## src/rtl/riscv_signature_writer_if.sv

```systemverilog
// Signature write port: valid/ready handshake carrying one word
// to a fixed memory-mapped address.
interface riscv_signature_writer_if #(
  parameter int unsigned DataWidth = 32
) ();
  logic                 sig_valid_o;
  logic                 sig_ready_i;
  logic [31:0]          sig_addr_o;
  logic [DataWidth-1:0] sig_wdata_o;

  modport master (
    output sig_valid_o,
    output sig_addr_o,
    output sig_wdata_o,
    input  sig_ready_i
  );

  modport slave (
    input  sig_valid_o,
    input  sig_addr_o,
    input  sig_wdata_o,
    output sig_ready_i
  );
endinterface

```

## src/rtl/riscv_signature_writer.sv

```systemverilog
// Arbitrates status/result/CSR/GPR-dump requesters onto a single
// write-only signature port with header/payload sequencing.
module riscv_signature_writer #(
  parameter int unsigned DataWidth = 32,
  parameter logic [31:0] SigAddr   = 32'h8FFF_FFF8,
  parameter int unsigned NumGpr    = 32
) (
  input  logic                 clk_i,
  input  logic                 rst_i,
  input  logic                 result_req_i,
  input  logic                 result_i,
  output logic                 result_ack_o,
  input  logic                 status_req_i,
  input  logic [4:0]           status_i,
  output logic                 status_ack_o,
  input  logic                 csr_req_i,
  input  logic [11:0]          csr_addr_i,
  input  logic [DataWidth-1:0] csr_wdata_i,
  output logic                 csr_ack_o,
  input  logic                 gpr_req_i,
  output logic                 gpr_ack_o,
  output logic [4:0]           gpr_raddr_o,
  input  logic [DataWidth-1:0] gpr_rdata_i,
  output logic                 busy_o,
  riscv_signature_writer_if.master sig
);

  typedef enum logic [1:0] {
    CORE_STATUS = 2'd0,
    TEST_RESULT = 2'd1,
    WRITE_GPR   = 2'd2,
    WRITE_CSR   = 2'd3
  } signature_type_t;

  typedef enum logic [1:0] {
    IDLE,
    HDR,
    CSR_DATA,
    GPR_DATA
  } state_t;

  localparam logic [4:0] LastIdx = 5'(NumGpr - 1);

  state_t               state_q, state_d;
  signature_type_t      kind_q, kind_d;
  logic                 result_q, result_d;
  logic [4:0]           status_q, status_d;
  logic [11:0]          csr_addr_q, csr_addr_d;
  logic [DataWidth-1:0] csr_wdata_q, csr_wdata_d;
  logic [4:0]           idx_q, idx_d;

  logic                 valid;
  logic [DataWidth-1:0] wdata;
  logic                 fire;

  function automatic logic [DataWidth-1:0] header(
    input signature_type_t kind,
    input logic            result,
    input logic [4:0]      status,
    input logic [11:0]     csr_addr
  );
    logic [DataWidth-1:0] w;
    w = '0;
    w[7:0] = {6'b0, kind};
    unique case (kind)
      CORE_STATUS: w[12:8] = status;
      TEST_RESULT: w[8]    = result;
      WRITE_CSR:   w[19:8] = csr_addr;
      WRITE_GPR:   ;
    endcase
    return w;
  endfunction

  assign fire            = valid && sig.sig_ready_i;
  assign sig.sig_valid_o = valid;
  assign sig.sig_wdata_o = wdata;
  assign sig.sig_addr_o  = SigAddr;
  assign busy_o          = (state_q != IDLE);

  always_ff @(posedge clk_i or posedge rst_i) begin
    if (rst_i) begin
      state_q <= IDLE;
    end else begin
      state_q <= state_d;
    end
  end

  always_ff @(posedge clk_i or posedge rst_i) begin
    if (rst_i) begin
      kind_q      <= CORE_STATUS;
      result_q    <= 1'b0;
      status_q    <= '0;
      csr_addr_q  <= '0;
      csr_wdata_q <= '0;
      idx_q       <= '0;
    end else begin
      kind_q      <= kind_d;
      result_q    <= result_d;
      status_q    <= status_d;
      csr_addr_q  <= csr_addr_d;
      csr_wdata_q <= csr_wdata_d;
      idx_q       <= idx_d;
    end
  end

  always_comb begin
    state_d      = state_q;
    kind_d       = kind_q;
    result_d     = result_q;
    status_d     = status_q;
    csr_addr_d   = csr_addr_q;
    csr_wdata_d  = csr_wdata_q;
    idx_d        = idx_q;
    valid        = 1'b0;
    wdata        = '0;
    gpr_raddr_o  = '0;
    result_ack_o = 1'b0;
    status_ack_o = 1'b0;
    csr_ack_o    = 1'b0;
    gpr_ack_o    = 1'b0;

    unique case (state_q)
      IDLE: begin
        // Fixed priority: result > status > csr > gpr.
        if (result_req_i) begin
          kind_d   = TEST_RESULT;
          result_d = result_i;
          state_d  = HDR;
        end else if (status_req_i) begin
          kind_d   = CORE_STATUS;
          status_d = status_i;
          state_d  = HDR;
        end else if (csr_req_i) begin
          kind_d      = WRITE_CSR;
          csr_addr_d  = csr_addr_i;
          csr_wdata_d = csr_wdata_i;
          state_d     = HDR;
        end else if (gpr_req_i) begin
          kind_d  = WRITE_GPR;
          state_d = HDR;
        end
      end

      HDR: begin
        valid = 1'b1;
        wdata = header(kind_q, result_q, status_q, csr_addr_q);
        if (fire) begin
          unique case (kind_q)
            TEST_RESULT: begin
              result_ack_o = 1'b1;
              state_d      = IDLE;
            end
            CORE_STATUS: begin
              status_ack_o = 1'b1;
              state_d      = IDLE;
            end
            WRITE_CSR: begin
              state_d = CSR_DATA;
            end
            WRITE_GPR: begin
              idx_d   = '0;
              state_d = GPR_DATA;
            end
          endcase
        end
      end

      CSR_DATA: begin
        valid = 1'b1;
        wdata = csr_wdata_q;
        if (fire) begin
          csr_ack_o = 1'b1;
          state_d   = IDLE;
        end
      end

      GPR_DATA: begin
        // Register file is frozen during a dump, so read data is
        // forwarded combinationally and stays stable under stall.
        valid       = 1'b1;
        gpr_raddr_o = idx_q;
        wdata       = gpr_rdata_i;
        if (fire) begin
          if (idx_q == LastIdx) begin
            gpr_ack_o = 1'b1;
            idx_d     = '0;
            state_d   = IDLE;
          end else begin
            idx_d = idx_q + 5'd1;
          end
        end
      end

      default: state_d = IDLE;
    endcase
  end

endmodule

```

## src/flat_wrapper.sv

```systemverilog
// flat-port wrapper written by rule: the top's interface ports become plain ports
module riscv_signature_writer_flat 
#(
  parameter int unsigned DataWidth = 32,
  parameter logic [31:0] SigAddr   = 32'h8FFF_FFF8,
  parameter int unsigned NumGpr    = 32
)
  (clk_i, rst_i, result_req_i, result_i, result_ack_o, status_req_i, status_i, status_ack_o, csr_req_i, csr_addr_i, csr_wdata_i, csr_ack_o, gpr_req_i, gpr_ack_o, gpr_raddr_o, gpr_rdata_i, busy_o, sig_sig_valid_o, sig_sig_addr_o, sig_sig_wdata_o, sig_sig_ready_i);
  riscv_signature_writer_if #(.DataWidth(DataWidth)) sig_i ();
  input  logic clk_i;
  input  logic rst_i;
  input  logic result_req_i;
  input  logic result_i;
  output logic result_ack_o;
  input  logic status_req_i;
  input  logic [4:0] status_i;
  output logic status_ack_o;
  input  logic csr_req_i;
  input  logic [11:0] csr_addr_i;
  input  logic [DataWidth-1:0] csr_wdata_i;
  output logic csr_ack_o;
  input  logic gpr_req_i;
  output logic gpr_ack_o;
  output logic [4:0] gpr_raddr_o;
  input  logic [DataWidth-1:0] gpr_rdata_i;
  output logic busy_o;
  output wire logic [$bits(sig_i.sig_valid_o)-1:0] sig_sig_valid_o;
  output wire logic [$bits(sig_i.sig_addr_o)-1:0] sig_sig_addr_o;
  output wire logic [$bits(sig_i.sig_wdata_o)-1:0] sig_sig_wdata_o;
  input wire logic [$bits(sig_i.sig_ready_i)-1:0] sig_sig_ready_i;
  assign sig_sig_valid_o = sig_i.sig_valid_o;
  assign sig_sig_addr_o = sig_i.sig_addr_o;
  assign sig_sig_wdata_o = sig_i.sig_wdata_o;
  assign sig_i.sig_ready_i = sig_sig_ready_i;
  riscv_signature_writer #(.DataWidth(DataWidth), .SigAddr(SigAddr), .NumGpr(NumGpr)) u_core (.clk_i(clk_i), .rst_i(rst_i), .result_req_i(result_req_i), .result_i(result_i), .result_ack_o(result_ack_o), .status_req_i(status_req_i), .status_i(status_i), .status_ack_o(status_ack_o), .csr_req_i(csr_req_i), .csr_addr_i(csr_addr_i), .csr_wdata_i(csr_wdata_i), .csr_ack_o(csr_ack_o), .gpr_req_i(gpr_req_i), .gpr_ack_o(gpr_ack_o), .gpr_raddr_o(gpr_raddr_o), .gpr_rdata_i(gpr_rdata_i), .busy_o(busy_o), .sig(sig_i));
endmodule
```

## config.mk

```make
export PLATFORM = sky130hd
export DESIGN_NAME = riscv_signature_writer_flat
export DESIGN_NICKNAME = d
export VERILOG_FILES = /design/src/rtl/riscv_signature_writer_if.sv /design/src/rtl/riscv_signature_writer.sv /design/src/flat_wrapper.sv
export SDC_FILE = /design/constraint.sdc
export NUM_CORES = 1
export LEC_CHECK = 0
export CORE_MARGIN = 2
export CORE_UTILIZATION = 38
export CTS_CLUSTER_SIZE = 10
export DETAILED_ROUTE_END_ITERATION = 8
export MAX_ROUTING_LAYER = met4
export PLACE_DENSITY = 0.81
export SLEW_MARGIN = 20
export SYNTH_ARGS = -nofsm -noshare
export SYNTH_HDL_FRONTEND = slang
export SYNTH_SLANG_ARGS = --single-unit
export TNS_END_PERCENT = 100
```

## constraint.sdc

```tcl
create_clock -name clk_i -period 1.8 [get_ports clk_i]
set_input_delay 0.36 -clock clk_i [delete_from_list [all_inputs] [get_ports clk_i]]
set_output_delay 0.36 -clock clk_i [all_outputs]
set_load 0.005 [all_outputs]
```

==> results of run 1 <==
-- how the worst max path moves through the flow --
stage	startpoint	endpoint	slack (ns)	cells after the start
2_1_floorplan	u_core.kind_q[0]$_DFFE_PP0P_	sig_sig_wdata_o[8]	0.1	5
3_3_place_gp	u_core.kind_q[0]$_DFFE_PP0P_	sig_sig_wdata_o[8]	-0.35	6
3_5_place_dp	u_core.kind_q[0]$_DFFE_PP0P_	sig_sig_wdata_o[8]	-0.43	6
4_1_cts	u_core.kind_q[0]$_DFFE_PP0P_	sig_sig_wdata_o[8]	-0.44	6
5_1_grt	u_core.kind_q[1]$_DFFE_PP0P_	sig_sig_wdata_o[8]	-0.55	6
6_report	u_core.kind_q[1]$_DFFE_PP0P_	sig_sig_wdata_o[8]	-0.42	6
-- Yosys cell counts (5+ instances only) --
library cell / instances / area, µm²
mux2_4: 40 / 600.6
and3_1: 7 / 43.79
inv_1: 5 / 18.77
ha_1: 7 / 87.58
mux2i_1: 20 / 200.2
buf_4: 36 / 270.3
nor2b_1: 19 / 118.9
nand2_1: 25 / 93.84
a22oi_1: 8 / 60.06
o21ai_0: 19 / 95.09
dfrtp_1: 59 / 1476
a22o_1: 10 / 87.58
mux2_2: 11 / 123.9
nor2_1: 5 / 18.77
buf_6: 6 / 67.56
-- stage by stage --
stage	cells	utilization (%)	hold WS, ns	worst slack, ns	power (mW)
after floorplan	342	-	0.4596	0.09897	4.354
after global placement	569	55.59	0.4870	-0.3482	5.792
after detailed placement	569	55.59	0.4961	-0.4342	5.915
after CTS	604	61.71	0.4202	-0.4376	7.907
after global routing	616	62.73	0.4232	-0.5451	8.745
final	616	62.73	0.4151	-0.4207	8.240
-- worst register-to-register path: cells and delay by family, from the launching register on --
| kind | cells | cell delay [ns] |
|---|---|---|
| mux | 1 | 0.32 |
| simple gates | 2 | 0.23 |
| buf+inv | 5 | 0.66 |
| flops | 1 | 0.44 |
-- where the power goes --
part | internal [mW] | leakage, nW | total [mW] | switching, mW
clock | 0.922 | 0.113 | 1.47 | 0.550
sequential | 1.93 | 0.730 | 2.37 | 0.435
combinational | 2.72 | 1.98 | 4.40 | 1.69
total | 5.57 | 2.83 | 8.24 | 2.67
-- repair_timing --
action | CTS | global route
gates cloned | 2 | 0
resized for setup | 178 | 63
setup buffers | 18 | 13
pin swaps | 9 | 7
hold buffers | 0 | 0
endpoints found under the setup margin | 43 | 38
-- layer usage --
layer  track usage (%)  part of all wire (%)  vias up
met4             7.796                   2.0        0
met2             32.35                    51      125
met1             24.12                    41     1448
met3             3.658                   5.2       20
met5                 -                     0        -
li1                  -                     -     1411
-- sequential cells by signal, indices dropped and copies added (netlist names) --
name / cells
u_core.csr_wdata_q: 32
u_core.csr_addr_q: 12
u_core.idx_q: 5
u_core.status_q: 5
u_core.kind_q: 2
u_core.state_q: 2
u_core.result_q: 1
-- cell families after synthesis --
family          synth area share [%]
compound gates                 8.722
mux                            25.68
other cells                   0.2086
simple gates                   10.88
flops                          41.00
fa+ha+maj                      2.432
buf+inv                        11.08
-- area by class of cell --
type | count | area, µm² | share of cell area (%)
multi-input cells | 226 | 2003 | 34.72
repair buffers | 198 | 1878 | 32.55
flip-flops and latches | 59 | 1479 | 25.63
well taps | 111 | 138.9 | 2.407
clock buffers | 10 | 127.6 | 2.212
clock inverters | 6 | 113.9 | 1.974
inverters | 6 | 28.78 | 0.4988
==> flow_metrics.py, run 1 <==
metrics = {
    "outcome": {
        "status": "finished with violations",
        "violations": "negative setup slack",
    },
    "setup_path": {
        "cpPeakStageDelay_ns": 0.40,
        "crit_type": "reg2out",
        "cp_max_fo": 3,
        "start_kind": "register",
        "r2r_slack_ns": 0.03,
        "crit_arrival_ns": 1.86,
        "timing.rr.start": "u_core.state_q[1]$_DFFE_PP0P_",
        "cp_cell_sequence": "inv_2 > ha_4 > a222oi_1 > nor3_2 > a221o_1 > buf_2",
        "worst_setup_path_end_kind": "primary output",
        "path_delay_family": "compound AO/OA/AOI/OAI gates",
        "crit_slowest_cell": "dfrtp_1",
        "reg2reg_to": "u_core.csr_wdata_q[22]$_DFFE_PP0P_",
        "crit_required_ns": 1.44,
        "path_buf_inv": 2,
        "reg2reg_depth": 8,
    },
    "die": {
        "rows": 35,
        "ios": 164,
        "die_y_um": 101.3,
        "start_util_pct": 39.16,
        "chipWidth_um": 101.3,
        "die-area_um2": 10270,
        "core_area_um2": 9196,
    },
    "timing": {
        "finalHoldViolations": 0,
        "fin_skew_ns": 0.01134,
        "fmax_ghz": 0.4503,
        "tns_ns": -3.824,
        "drv_slew": 0,
        "setup_slack_ns": -0.4207,
        "rsz0062_at_grt": "true",
        "finalCriticalPeriod_ns": 2.221,
        "finalSetupViolCount": 26,
        "min_period_over_period_pct": 123.4,
    },
    "clock_tree": {
        "cts_made_buffers": 9,
        "cts_tree": "done",
        "cts-root-buf": "clkbuf_8",
        "insertion_delay_ns": 0.34,
        "clockBufferDepth": 2,
        "clk_pin_slew_ns": 0.07,
        "htreeDepth": 3,
        "clkSinkCount": 59,
    },
    "final_layout": {
        "final_cell_area_um2": 5769,
        "nets": 596,
        "fill_cells": 698,
        "antenna_cells": 0,
        "final_common_cell": "clkdlybuf4s50_1",
        "final_cell_mix": "clkdlybuf4s50_1, dfrtp_1, mux2_4",
        "drive_gt1_share_pct": 42.57,
        "syn_to_final_growth_pct": 60.22,
    },
    "place": {
        "dp_hpwl_um": 7014,
        "portBuffers": 131,
        "place_area_um2": 5112,
        "globalplace.congestion": 0.8454,
    },
    "global_route": {
        "grtUsageTotal_pct": 19.75,
        "grt_pass1_vias": 3018,
        "grt_pass1_wl_um": 15190,
        "grt_overflow_total": 0,
        "antenna_found_initial": 0,
        "grt_max_degree": 42,
    },
    "power_and_ir_drop": {
        "power_leakage_nw": 2.825,
        "p_per_area_nw_per_um2": 1428,
        "peakVddDrop_v": 0.0007261,
    },
    "logic_synthesis": {
        "synth_area_um2": 3601,
        "synth-edff-count": 0,
        "ys_ff_latch": 59,
        "avgSynthCellArea_um2": 11.54,
        "synth_top_flop_cell": "dfrtp_1",
        "synth_cells": 312,
        "synth_cell_types": 39,
        "yosys_warnings": 0,
        "synthArstFlopShare_pct": 100.0,
        "ys_seq_area_share_pct": 41.00,
    },
    "routing": {
        "drc": 0,
        "totalWireLength_um": 9939,
        "vias": 3004,
        "post_drt_wl_per_cell_um": 16.13,
        "drt_first_pass_iters": 6,
        "drt-initial-drc-count": 114,
        "detail-route-antenna-nets": 0,
        "drt-vias-per-instance": 4.877,
    },
    "min_path": {
        "hold_class": "in2async",
    },
    "flow_run": {
        "cap_violations": 0,
    },
}
Note: power is estimated with default switching activity, not from simulation.
==> run 2: changes to the inputs <==
==> constraint.sdc (replaced) <==
create_clock -name clk_i -period 1.8 [get_ports clk_i]
set_input_delay 0.18 -clock clk_i [delete_from_list [all_inputs] [get_ports clk_i]]
set_output_delay 0.18 -clock clk_i [all_outputs]
set_load 0.005 [all_outputs]
==> run 2 against run 1 <==
- the run still ends with negative setup slack left
- global-route usage fell by 0.58 points
- worst setup slack gained 0.12 ns
- via count grew 0.87%
- wire length grew 8.1%
- final cell count is the same
- design area rose by 0.24%
- total power rose by 0.18%
- critical path depth unchanged
- die area unchanged
- combinational power about the same
- non-clock buffer count shrank 1
- sequential share of layout area hardly changed
- highest routed layer unchanged
==> flow_metrics.py, run 2 (same netlist as run 1, synthesis figures left out) <==
metrics = {
    "global_route": {
        "antenna_found_initial": 1,
        "grt_overflow_total": 0,
        "grt_pass1_wl_um": 14860,
        "grtUsageTotal_pct": 19.16,
        "grt_max_degree": 60,
        "grt_pass1_vias": 3001,
    },
    "power_and_ir_drop": {
        "power_leakage_nw": 2.937,
        "p_total_mw": 8.255,
        "peakVddDrop_v": 0.0006473,
        "p_per_area_nw_per_um2": 1427,
    },
    "die": {
        "ios": 164,
        "core_area_um2": 9196,
        "rows": 35,
        "chipWidth_um": 101.3,
        "start_util_pct": 39.16,
        "die_y_um": 101.3,
        "die-area_um2": 10270,
    },
    "timing": {
        "setup_slack_ns": -0.3022,
        "rsz0062_at_grt": "true",
        "finalCriticalPeriod_ns": 2.102,
        "finalSetupViolCount": 63,
        "fin_skew_ns": 0.007216,
        "finalHoldViolations": 0,
        "drv_slew": 0,
        "whs_ns": 0.2238,
        "min_period_over_period_pct": 116.8,
        "fmax_ghz": 0.4757,
    },
    "flow_run": {
        "cap_violations": 0,
    },
    "clock_tree": {
        "cts-root-buf": "clkbuf_8",
        "postCtsHoldBufs": 0,
        "clockBufferDepth": 2,
        "insertion_delay_ns": 0.34,
        "cts_made_buffers": 9,
        "clk_pin_slew_ns": 0.07,
        "clkSinkCount": 59,
        "cts_tree": "done",
        "htreeDepth": 3,
    },
    "outcome": {
        "status": "finished with violations",
        "violations": "negative setup slack",
    },
    "setup_path": {
        "crit_arrival_ns": 1.92,
        "reg2reg_depth": 8,
        "start_kind": "register",
        "crit_required_ns": 1.62,
        "worst_setup_path_end_kind": "primary output",
        "cp_max_fo": 3,
        "crit_type": "reg2out",
    },
    "routing": {
        "wl_met2_um": 5480,
        "wl_met3_um": 635,
        "detail-route-antenna-nets": 0,
        "wirelength_met1_um": 4368,
        "totalWireLength_um": 10740,
        "drc": 0,
        "top_layer": "met4",
        "drt_first_pass_iters": 4,
        "post_drt_wl_per_cell_um": 17.44,
        "drt-vias-per-instance": 4.919,
        "drt-initial-drc-count": 109,
        "vias": 3030,
    },
    "final_layout": {
        "utilization_pct": 62.88,
        "nets": 595,
        "largest-register": "u_core.csr_wdata_q",
        "final_cell_mix": "clkdlybuf4s50_1, dfrtp_1, mux2_4",
        "syn_to_final_growth_pct": 60.60,
        "final_common_cell": "clkdlybuf4s50_1",
        "register_area_um2": 1481,
        "fill_cells": 736,
        "multi_input_area_um2": 2024,
        "reg_top3": "u_core.csr_wdata_q (32), u_core.csr_addr_q (12)",
        "drive_gt1_share_pct": 41.07,
        "largest_reg_flops": 32,
    },
    "place": {
        "portBuffers": 131,
        "pre_cts_ws_ns": -0.2678,
        "dp_hpwl_um": 6775,
        "globalplace.congestion": 0.8352,
    },
    "min_path": {
        "hold_class": "in2async",
    },
}
run 2: changes by cell type in the layout (fill, tap and decap cells not counted), sizes merged:
cell           delta
buf              -11
clkbuf           +10
dlygate4sd2      +10
clkdlybuf4s15     -9
clkinvlp          -2
bufinv            -1
diode             +1
dlymetal6s2s      +1
inv               +1
run 2: where the power goes:
group          internal, mW  switching (mW)  total [mW]  leakage [nW]
registers              1.94           0.509        2.45         0.728
clock network         0.853           0.538        1.39         0.113
logic                  2.68            1.74        4.42          2.10
run 2: final timing paths:
kind                                                    startpoint                            endpoint  slack [ns]
worst max-delay path                  u_core.kind_q[1]$_DFFE_PP0P_                  sig_sig_wdata_o[8]       -0.30
worst min register to register  u_core.csr_wdata_q[26]$_DFFE_PP0P_  u_core.csr_wdata_q[26]$_DFFE_PP0P_        0.51
min in group clk_i                                 csr_wdata_i[25]  u_core.csr_wdata_q[25]$_DFFE_PP0P_        0.45
worst max register to register       u_core.state_q[0]$_DFFE_PP0P_  u_core.csr_wdata_q[14]$_DFFE_PP0P_       -0.08
worst min-delay path                                         rst_i   u_core.csr_wdata_q[3]$_DFFE_PP0P_        0.22
max in group asynchronous                                    rst_i       u_core.state_q[1]$_DFFE_PP0P_        1.28
run 2: through the flow:
step           instance area [µm²]  setup TNS, ns  instances
5_1_grt                       5783         -7.137        616
3_5_place_dp                  5001        -0.5565        558
4_1_cts                       5524         -3.921        602
6_report                      5783         -4.059        616
2_1_floorplan                 3714              0        342
3_3_place_gp                  5001        -0.2577        558
run 2: per-layer routing:
metal	track usage [%]	vias to the layer above
met5	-	-
li1	-	1395
met2	31.84	146
met1	23.61	1465
met4	4.990	0
met3	4.348	24
run 2: critical path, cell delays in order (launching register included):
cell	delay, ns
dfrtp_2	0.46
ha_4	0.19
buf_6	0.10
a222oi_1	0.29
nor3_1	0.13
a221o_1	0.29
buf_2	0.13
run 2: cell type report:
class                   instances  share of cell area, %
diodes                          1                0.04327
clock buffers                  12                  2.683
clock inverters                 4                  1.255
inverters                       6                 0.5625
multi-input cells             226                  35.01
flip-flops and latches         59                  25.62
well taps                     111                  2.402
repair buffers                197                  32.43
run 2: what timing repair did:
action	4_1_cts	5_1_grt
gates cloned	1	6
setup buffers	27	12
pin swaps	17	18
hold endpoints to repair	0	0
setup endpoints to repair	43	78
gates resized for setup	152	76
==> run 3: changes to the inputs <==
--- a/config.mk
+++ b/config.mk
@@ -7,3 +7,2 @@
 export LEC_CHECK = 0
-export CORE_MARGIN = 2
 export CORE_UTILIZATION = 38
==> constraint.sdc (replaced) <==
create_clock -name clk_i -period 1.8 [get_ports clk_i]
set_input_delay 0.54 -clock clk_i [delete_from_list [all_inputs] [get_ports clk_i]]
set_output_delay 0.54 -clock clk_i [all_outputs]
set_load 0.005 [all_outputs]
==> run 3 against run 2 <==
- the run still ends with negative setup slack left
- worst setup slack worse by 0.36 ns
- sequential share of layout area fell by 1.4 points
- clock skew about the same
==> flow_metrics.py, run 3 (same netlist as run 1, synthesis figures left out) <==
metrics = {
    "min_path": {
        "hold_class": "reg2reg",
        "min-delay-start": "u_core.csr_wdata_q[27]$_DFFE_PP0P_",
        "whs_path_depth": 1,
    },
    "timing": {
        "rsz0062_at_grt": "true",
        "finalCriticalPeriod_ns": 2.461,
        "fin_skew_ns": 0.007480,
        "setup_slack_ns": -0.6610,
        "finalSetupViolCount": 76,
        "fmax_ghz": 0.4063,
        "finalHoldViolations": 0,
        "drv_slew": 0,
        "tns_ns": -14.72,
        "min_period_over_period_pct": 136.7,
    },
    "global_route": {
        "grtUsageTotal_pct": 21.54,
        "antenna_found_initial": 0,
        "grt_overflow_total": 0,
        "grt_pass1_vias": 3197,
        "grt_pass1_wl_um": 15960,
        "grt_max_degree": 26,
    },
    "setup_path": {
        "cp_max_fo": 3,
        "timing.rr.start": "u_core.state_q[0]$_DFFE_PP0P_",
        "start_kind": "register",
        "path_buf_inv": 2,
        "worst_setup_path_end_kind": "primary output",
        "cp_cell_sequence": "inv_4 > ha_4 > a222oi_1 > nor3_2 > a221o_1 > buf_2",
        "cpPeakStageDelay_ns": 0.46,
        "crit_arrival_ns": 1.92,
        "path_delay_family": "compound AO/OA/AOI/OAI gates",
        "reg2reg_depth": 8,
        "cp-startpoint": "u_core.kind_q[1]$_DFFE_PP0P_",
        "crit_required_ns": 1.26,
        "crit_slowest_cell": "a222oi_1",
        "crit_type": "reg2out",
        "critical_path_depth": 6,
    },
    "die": {
        "die-area_um2": 9869,
        "rows": 35,
        "core_area_um2": 9196,
        "ios": 164,
        "die_y_um": 99.35,
        "chipWidth_um": 99.35,
        "start_util_pct": 39.16,
    },
    "routing": {
        "post_drt_wl_per_cell_um": 16.99,
        "drc": 0,
        "detail-route-antenna-nets": 0,
        "vias": 3095,
        "drt_first_pass_iters": 4,
        "drt-vias-per-instance": 4.859,
        "totalWireLength_um": 10820,
        "drt-initial-drc-count": 88,
    },
    "power_and_ir_drop": {
        "p_total_mw": 8.750,
        "power_frac_comb_pct": 57.9,
        "internal-power_mw": 5.832,
        "peakVddDrop_v": 0.0007032,
        "power.clock.fraction_pct": 14.2,
        "switching_share_pct": 33.34,
        "p_sw_mw": 2.917,
        "power_leakage_nw": 3.037,
        "p_seq_share_pct": 27.9,
        "p_per_area_nw_per_um2": 1429,
    },
    "clock_tree": {
        "cts_tree": "done",
        "insertion_delay_ns": 0.33,
        "cts_made_buffers": 9,
        "clockBufferDepth": 2,
        "clkSinkCount": 59,
        "clk_pin_slew_ns": 0.07,
        "htreeDepth": 3,
        "cts-root-buf": "clkbuf_8",
        "postCtsHoldBufs": 0,
    },
    "final_layout": {
        "nets": 619,
        "largest_reg_flops": 32,
        "utilization_pct": 66.57,
        "final_common_cell": "clkdlybuf4s50_1",
        "final_cell_area_um2": 6122,
        "drive_gt1_share_pct": 49.05,
        "antenna_cells": 0,
        "reg_top3": "u_core.csr_wdata_q (32), u_core.csr_addr_q (12)",
        "final_cell_mix": "clkdlybuf4s50_1, dfrtp_1, buf_6",
        "largest-register": "u_core.csr_wdata_q",
        "syn_to_final_growth_pct": 70.01,
    },
    "place": {
        "portBuffers": 131,
        "dp_hpwl_um": 6862,
        "place_area_um2": 5162,
        "globalplace.congestion": 0.8586,
    },
    "outcome": {
        "violations": "negative setup slack",
        "status": "finished with violations",
    },
    "flow_run": {
        "cap_violations": 0,
    },
}
==> run 3: cell count changes in the layout (fill, tap and decap cells not counted), sizes merged <==
cell / delta
buf: +45
dlygate4sd2: -9
inv: -1
clkdlybuf4s50: -1
clkbuf: -10
bufinv: -1
diode: -1
dlymetal6s2s: -1
==> run 3: power by group through the flow <==
stage,sequential (mW),clock (mW),combinational [mW]
5_1_grt,2.51,1.31,5.41
6_report,2.44,1.24,5.06
3_5_place_dp,2.34,0,3.64
4_1_cts,2.37,1.26,4.62
2_1_floorplan,2.20,0,2.19
3_3_place_gp,2.31,0,3.53
==> run 3: area by class of cell <==
type | count | area (µm²)
multi-input cells | 226 | 2117
clock buffers | 12 | 165.2
fillers | 675 | 3074
clock inverters | 2 | 35.03
well taps | 111 | 138.9
flip-flops and latches | 59 | 1481
inverters | 6 | 28.78
repair buffers | 221 | 2156
==> run 3: worst register-to-register path: stages, from the launching register on <==
cell,delay (ns)
dfrtp_2,0.46
buf_6,0.14
buf_6,0.11
buf_8,0.13
nor2_4,0.10
inv_2,0.06
buf_6,0.13
nor3_4,0.32
mux2_2,0.38
==> run 3: timing repair <==
item | 4_1_cts | 5_1_grt
pin swaps | 29 | 23
endpoints found under the setup margin | 43 | 63
gates resized for setup | 273 | 59
gates cloned | 2 | 4
setup buffers | 42 | 21
==> run 3: metrics by stage <==
stage	hold slack, ns	instances	worst slack (ns)
floorplan	0.4709	342	-0.0004555
global placement	0.4917	574	-0.6599
detailed placement	0.4918	574	-0.6964
CTS	0.5068	630	-0.6294
global route	0.5265	637	-0.7359
finish	0.5035	637	-0.6610
==> run 3: worst paths after layout <==
kind | end | slack [ns]
min in group asynchronous | u_core.csr_addr_q[7]$_DFFE_PP0P_ | 0.54
hold / removal | u_core.csr_wdata_q[27]$_DFFE_PP0P_ | 0.50
max in group asynchronous | u_core.csr_wdata_q[29]$_DFFE_PP0P_ | 0.80
hold reg to reg | u_core.csr_wdata_q[27]$_DFFE_PP0P_ | 0.50
setup / recovery | sig_sig_wdata_o[8] | -0.66
setup reg to reg | u_core.status_q[1]$_DFFE_PP0P_ | -0.14
==> run 3: layer usage <==
| layer | vias up | GRT usage (%) | wire length [µm] |
|---|---|---|---|
| met2 | 122 | 37.07 | 5630 |
| met3 | 19 | 4.006 | 441 |
| met5 | - | - | 0 |
| met1 | 1507 | 25.95 | 4591 |
| li1 | 1447 | - | - |
| met4 | 0 | 5.769 | 159 |
